File: config.mk
export PLATFORM = sky130hd
export DESIGN_NAME = fm_frag_reader
export DESIGN_NICKNAME = d
export VERILOG_FILES = /design/src/rtl/fm_frag_reader.sv
export SDC_FILE = /design/constraint.sdc
export NUM_CORES = 1
export LEC_CHECK = 0
export CAP_MARGIN = 20
export CORE_MARGIN = 3
export CORE_UTILIZATION = 40
export CTS_CLUSTER_DIAMETER = 120
export CTS_CLUSTER_SIZE = 12
export DETAILED_ROUTE_END_ITERATION = 7
export MAX_ROUTING_LAYER = met4
export PLACE_DENSITY = 0.82
export SYNTH_ARGS = -nofsm -noshare
export SYNTH_HDL_FRONTEND = slang
export SYNTH_SLANG_ARGS = --single-unit
export TNS_END_PERCENT = 10
File: constraint.sdc
create_clock -name clk -period 1.4 [get_ports clk]
set_input_delay 0.14 -clock clk [delete_from_list [all_inputs] [get_ports clk]]
set_output_delay 0.14 -clock clk [all_outputs]
set_load 0.05 [all_outputs]
File: src/rtl/fm_frag_reader.sv
// fm_frag_reader: FM ping-pong read sequencer; define FM_RD_SKIP_PAD_EN to skip zero-padded leading fragments
module fm_frag_reader #(
  parameter int BUF_BASES  = 32,
  parameter int FRAG_BASES = 8,
  parameter int DATA_BITS  = 2,
  parameter int FRAG_LEN   = FRAG_BASES * DATA_BITS,
  parameter int IDX_LEN    = $clog2(BUF_BASES) + 1
) (
  input  logic                       clk,
  input  logic                       rst,
  input  logic                       fm_wait,
  input  logic [FRAG_LEN-1:0]        fm_rdata,
  output logic                       fm_chg_idx,
  output logic signed [IDX_LEN-1:0]  fm_frag_idx,
  output logic                       frag_valid,
  input  logic                       frag_ready,
  output logic [FRAG_LEN-1:0]        frag_data,
  output logic signed [IDX_LEN-1:0]  frag_pos,
  output logic                       frag_last,
  output logic                       busy
);
`ifdef FM_RD_SKIP_PAD_EN
  localparam logic signed [IDX_LEN-1:0] IDX_START = '0;
`else
  localparam logic signed [IDX_LEN-1:0] IDX_START = IDX_LEN'(-(FRAG_BASES - 1));
`endif
  localparam logic signed [IDX_LEN-1:0] IDX_END = IDX_LEN'(BUF_BASES - FRAG_BASES);
  typedef enum logic [1:0] {WAIT_FULL, SWAP, SWEEP, DRAIN} state_t;
  state_t state, nxt;
  logic signed [IDX_LEN-1:0] idx;
  logic load, at_end, accept;
  assign load   = (state == SWEEP) && (!frag_valid || frag_ready);
  assign at_end = idx == IDX_END;
  assign accept = frag_valid && frag_ready;
  // state register
  always_ff @(posedge clk or posedge rst) begin
    if (rst) state <= WAIT_FULL;
    else     state <= nxt;
  end
  // next state: idle until full, one swap cycle, sweep, then drain the final fragment
  always_comb begin
    nxt = state == WAIT_FULL ? (fm_wait ? SWAP : WAIT_FULL) :
          state == SWAP      ? SWEEP :
          state == SWEEP     ? (load && at_end ? DRAIN : SWEEP) :
                               (accept ? WAIT_FULL : DRAIN);
  end
  // outputs decoded from state; the FM only sees a live index while sweeping
  always_comb begin
    fm_chg_idx  = state == SWAP;
    fm_frag_idx = state == SWEEP ? idx : '0;
    busy        = state != WAIT_FULL;
  end
  // sweep index and registered output stage; holds while the consumer stalls
  always_ff @(posedge clk or posedge rst) begin
    if (rst) begin
      idx        <= '0;
      frag_valid <= 1'b0;
      frag_data  <= '0;
      frag_pos   <= '0;
      frag_last  <= 1'b0;
    end else begin
      if (state == SWAP)         idx <= IDX_START;
      else if (load && !at_end)  idx <= idx + IDX_LEN'(1);
      if (load) begin
        frag_data  <= fm_rdata;
        frag_pos   <= idx;
        frag_last  <= at_end;
        frag_valid <= 1'b1;
      end else if (state == DRAIN && accept) begin
        frag_valid <= 1'b0;
      end
    end
  end
endmodule

### Word-level counts from Yosys, hierarchy flattened

Cells that the tools add are included.

* bits in registers: 32
* latch bits: 0
* bits in writable memories: 0
* memory bits (read-only): 0
* bits of input ports: 20
* output and inout bits: 32
* logic and storage cells: 34
* memories kept: 0

* $add $sub $neg: 1
* $mul: 0
* divide/modulo/power cells: 0
* magnitude comparators: 0
* equality and inequality tests: 4
* shifts and indexed selects: 0
* multiplexer cells: 11
* bitwise operators: 0
* reductions and logical operators: 12

Operator list (number)
* two-way mux 6 bit: 3
* two-way mux 2 bit: 4
* adder 6 x 2 -> 6 bit, second input constant: 1
* == test 6 bit, second input constant: 1
* nonzero test 2 bit: 3
* logical AND 1 bit: 5
* == test 2 bit, second input constant: 2
* two-way mux 1 bit: 4
* == test 2 x 1 -> 1 bit, second input constant: 1
* zero test 1 bit: 2
* zero test 2 bit: 1
* logical OR 1 bit: 1

### Logic depth before layout (Yosys ltp)

* depth in word-level cells: 8
* depth in mapped cells: 6

### Worst setup path before layout

No wires, ideal clock.

* path kind: register to register
* start: reg frag_valid
* end: reg frag_data[10]
* library setup time: 0.125 ns
* data arrival time: 1.530 ns
* data required time: 1.275 ns
* path slack: -0.255 ns
* stages on the path, launching flop included: 6
* buffers on the path: 2
* cell sequence: dfrtp_1 > nand2b_1 > and2_4 > buf_6 > buf_12 > mux2_4

* cells in the longest elaborated chain, start to end: 3

Ends and longest elaborated chain
* from (decl): line 15 `output logic frag_valid,`
* from (signal assigned): line 57 `frag_valid <= 1'b0;`
* from (signal assigned): line 68 `frag_valid <= 1'b1;`
* from (signal assigned): line 70 `frag_valid <= 1'b0;`
* zero test 1 bit: line 32 `assign load = (state == SWEEP) && (!frag_valid || frag_ready);`
* logical OR 1 bit: line 32
* logical AND 1 bit: line 32
* to (signal assigned): line 65 `frag_data <= fm_rdata;`
* to (decl): line 17 `output logic [FRAG_LEN-1:0] frag_data,`

Every way passes these cells.
A chain may end at the register's enable or synchronous reset.

### Final worst setup path

* start: reg idx[0]
* end: reg idx[1]

* cells in the longest elaborated chain, start to end: 4
* elaborated cells between the ends (all ways): 7

Ends and longest elaborated chain
* from (decl): line 30 `logic signed [IDX_LEN-1:0] idx;`
* from (signal assigned): line 63 `else if (load && !at_end) idx <= idx + IDX_LEN'(1);`
* branches (longest 4 deep; another with adder 6 x 2 -> 6 bit)

Several ways; the timed one is not identified. The select of a mux whose other input is x is not followed.

==> impl_metrics.yaml <==
floorplanning:
  die_w_um: 67.9
  start_util: 0.436
  rows: 21
  core-area_mm2: 0.00352
  die_h_um: 67.9
  dieArea_mm2: 0.00461
  ios: 52
placement:
  place_area_mm2: 0.00229
  dp_hpwl_mm: 2.65
  gp_congestion: 0.796
  portBuffers: 51
logic_synthesis:
  syn_avg_cell_area_um2: 13.7
  synth-seq-area-share: 0.522
  syn-instance-count: 112
  synth-async-reset-ratio: 1.00
  synth_fp_nets: 134
  synth_edf_count: 0
  yosysWarningCount: 0
  synth_cell_type_count: 33
  ys_seq_elements: 32
  synth-main-ff-cell: "dfrtp_1"
  synth_area_mm2: 0.00153
routing:
  wl_per_cell_um: 15.5
  vias: 1142
  viasPerCell: 4.90
  drc: 0
  routed_wl_mm: 3.61
  first_pass_iters: 4
  drtIter0Drc: 53
  ant_nets: 0
timing:
  worst_pin_slew_ns: 0.561
  setup_ws_ns: -0.0926
  max_freq_ghz: 0.670
  rsz0062_at_grt: "yes"
  fin_crit_sh: 1.07
  finClkSkew_ns: 0.00302
  period_needed_ns: 1.49
  hold_viol: 0
  slew_violations: 0
  relSlewSlack: 0.625
  setup_viol: 9
  hold_ws_ns: 0.261
  fin_setup_tns_ns: -0.375
cts:
  cts_inserted_buffers: 5
  cts_tree: "built"
  htreeDepth: 2
  cts_sinks: 32
  clk_pin_slew_ns: 0.06
  clockRootBuffer: "clkbuf_8"
  cts_max_path_buffers: 2
  hold_buffers: 0
  clock_insertion_delay_worst_skew_ns: 0.28
critical_path:
  setup.worst_path.class: "register to register"
  cpPeakStageDelay_ns: 0.38
  cp.depth: 5
  startpoint_type: "register"
  cp_slowest_cell: "dfrtp_1"
  cp-end-kind: "register"
  cp.required_ns: 1.56
  reg2reg_depth: 5
  crit_path_cell_trace: "inv_1, ha_1, nand4b_1, o211ai_1, mux2_2"
  path_buf_inv: 1
  r2r_start: "idx[0]"
  worstPathArrival_ns: 1.65
  crit_start: "idx[0]"
  critPathTopFamily: "flip-flops"
  cp_max_fo: 2
hold_path:
  hold_path.class: "input pin to asynchronous set/reset pin"
grt:
  grt_pass1_vias: 1203
  grt_pass1_wl_mm: 5.96
  grt_overflow_total: 0
  grt_usage: 0.181
  grt_max_degree: 33
  antenna_found_initial: 0
outcome:
  status: "complete, but fails checks"
  violations: "negative setup slack"
final_layout:
  fin_nets: 208
  antennaDiodeCount: 0
  design_area_mm2: 0.00245
  drive_gt1_frac: 0.556
  area_growth_pct: 59.5
  multi_input_area_um2: 682
  fillCellCount: 268
  register_area_um2: 803
run:
  maxCapViolations: 0
[layout make-up]
class,count,share of cell area
timing repair buffer,71,0.319
sequential,32,0.328
inverter,7,0.0133
tap,46,0.0235
clock buffer,6,0.0337
clock inverter,2,0.00409
multi-input combinational,69,0.279
[logic make-up (layout without fill, tap and decap cells)]
kind of cell,Yosys count,in the layout,synth area share
simple gates,33,33,0.127
compound gates,8,8,0.0416
buf+inv,11,86,0.0579
flops,32,32,0.522
mux,26,26,0.235
fa+ha+maj,2,2,0.0163
[cell usage after synthesis, types with 2 or more instances]
master	n	area share
buf_12	2	0.026
ha_1	2	0.016
mux2i_1	3	0.020
mux2_2	4	0.029
mux2_4	19	0.19
dfrtp_1	32	0.52
nor2_1	6	0.015
nor3_1	2	0.0065
and2_2	5	0.024
inv_1	7	0.017
buf_6	2	0.015
nand2_1	7	0.017
[per-stage QoR]
step / utilization / instances / setup WS [ns]
after floorplan: - / 112 / -0.100
after global placement: 0.650 / 223 / -0.109
after detailed placement: 0.650 / 223 / -0.123
after CTS: 0.691 / 233 / -0.106
after global routing: 0.695 / 233 / -0.193
final: 0.695 / 233 / -0.0926
[layout by cell type, fill, tap and decap left out, drive strengths merged, types with 2 or more instances in the layout]
cell type	count
nor3	2
buf	52
clkinv	2
clkdlybuf4s50	19
and2	7
dfrtp	32
mux2i	3
clkbuf	6
nor2	6
inv	6
nor2b	2
nand2	7
mux2	23
ha	2
[sequential cells by signal (all words and copies together) (netlist names)]
| signal | cells |
|---|---|
| state | 2 |
| frag_pos | 6 |
| frag_last | 1 |
| idx | 6 |
| frag_data | 16 |
| frag_valid | 1 |
[worst min-delay path, stage by stage]
cell and delay, ns:
clkdlybuf4s50_1 0.41, inv_1 0.05, buf_4 0.35
[per-layer routing]
metal,global-route usage,part of all wire,wire length (um)
met4,0.0695,0.021,75
met5,-,0,0
met2,0.270,0.50,1790
met3,0.0493,0.061,221
met1,0.234,0.42,1530
[what timing repair did]
item	4_1_cts	5_1_grt
pin swaps	6	4
gates resized for setup	14	4
buffers inserted	2	0
setup endpoints to repair	12	16
[path summary, 6_finish.rpt]
check                               end  slack, ns
setup / recovery                 idx[1]      -0.09
hold / removal             frag_data[2]       0.26
setup reg to reg                 idx[1]      -0.09
hold reg to reg            frag_data[1]       0.51
max in group asynchronous      state[0]       0.83
min in group clk               state[0]       0.45
Power is left out: the tool's default activity adds up to more than one toggle a clock period on the data nets, which glitch-free logic cannot reach.
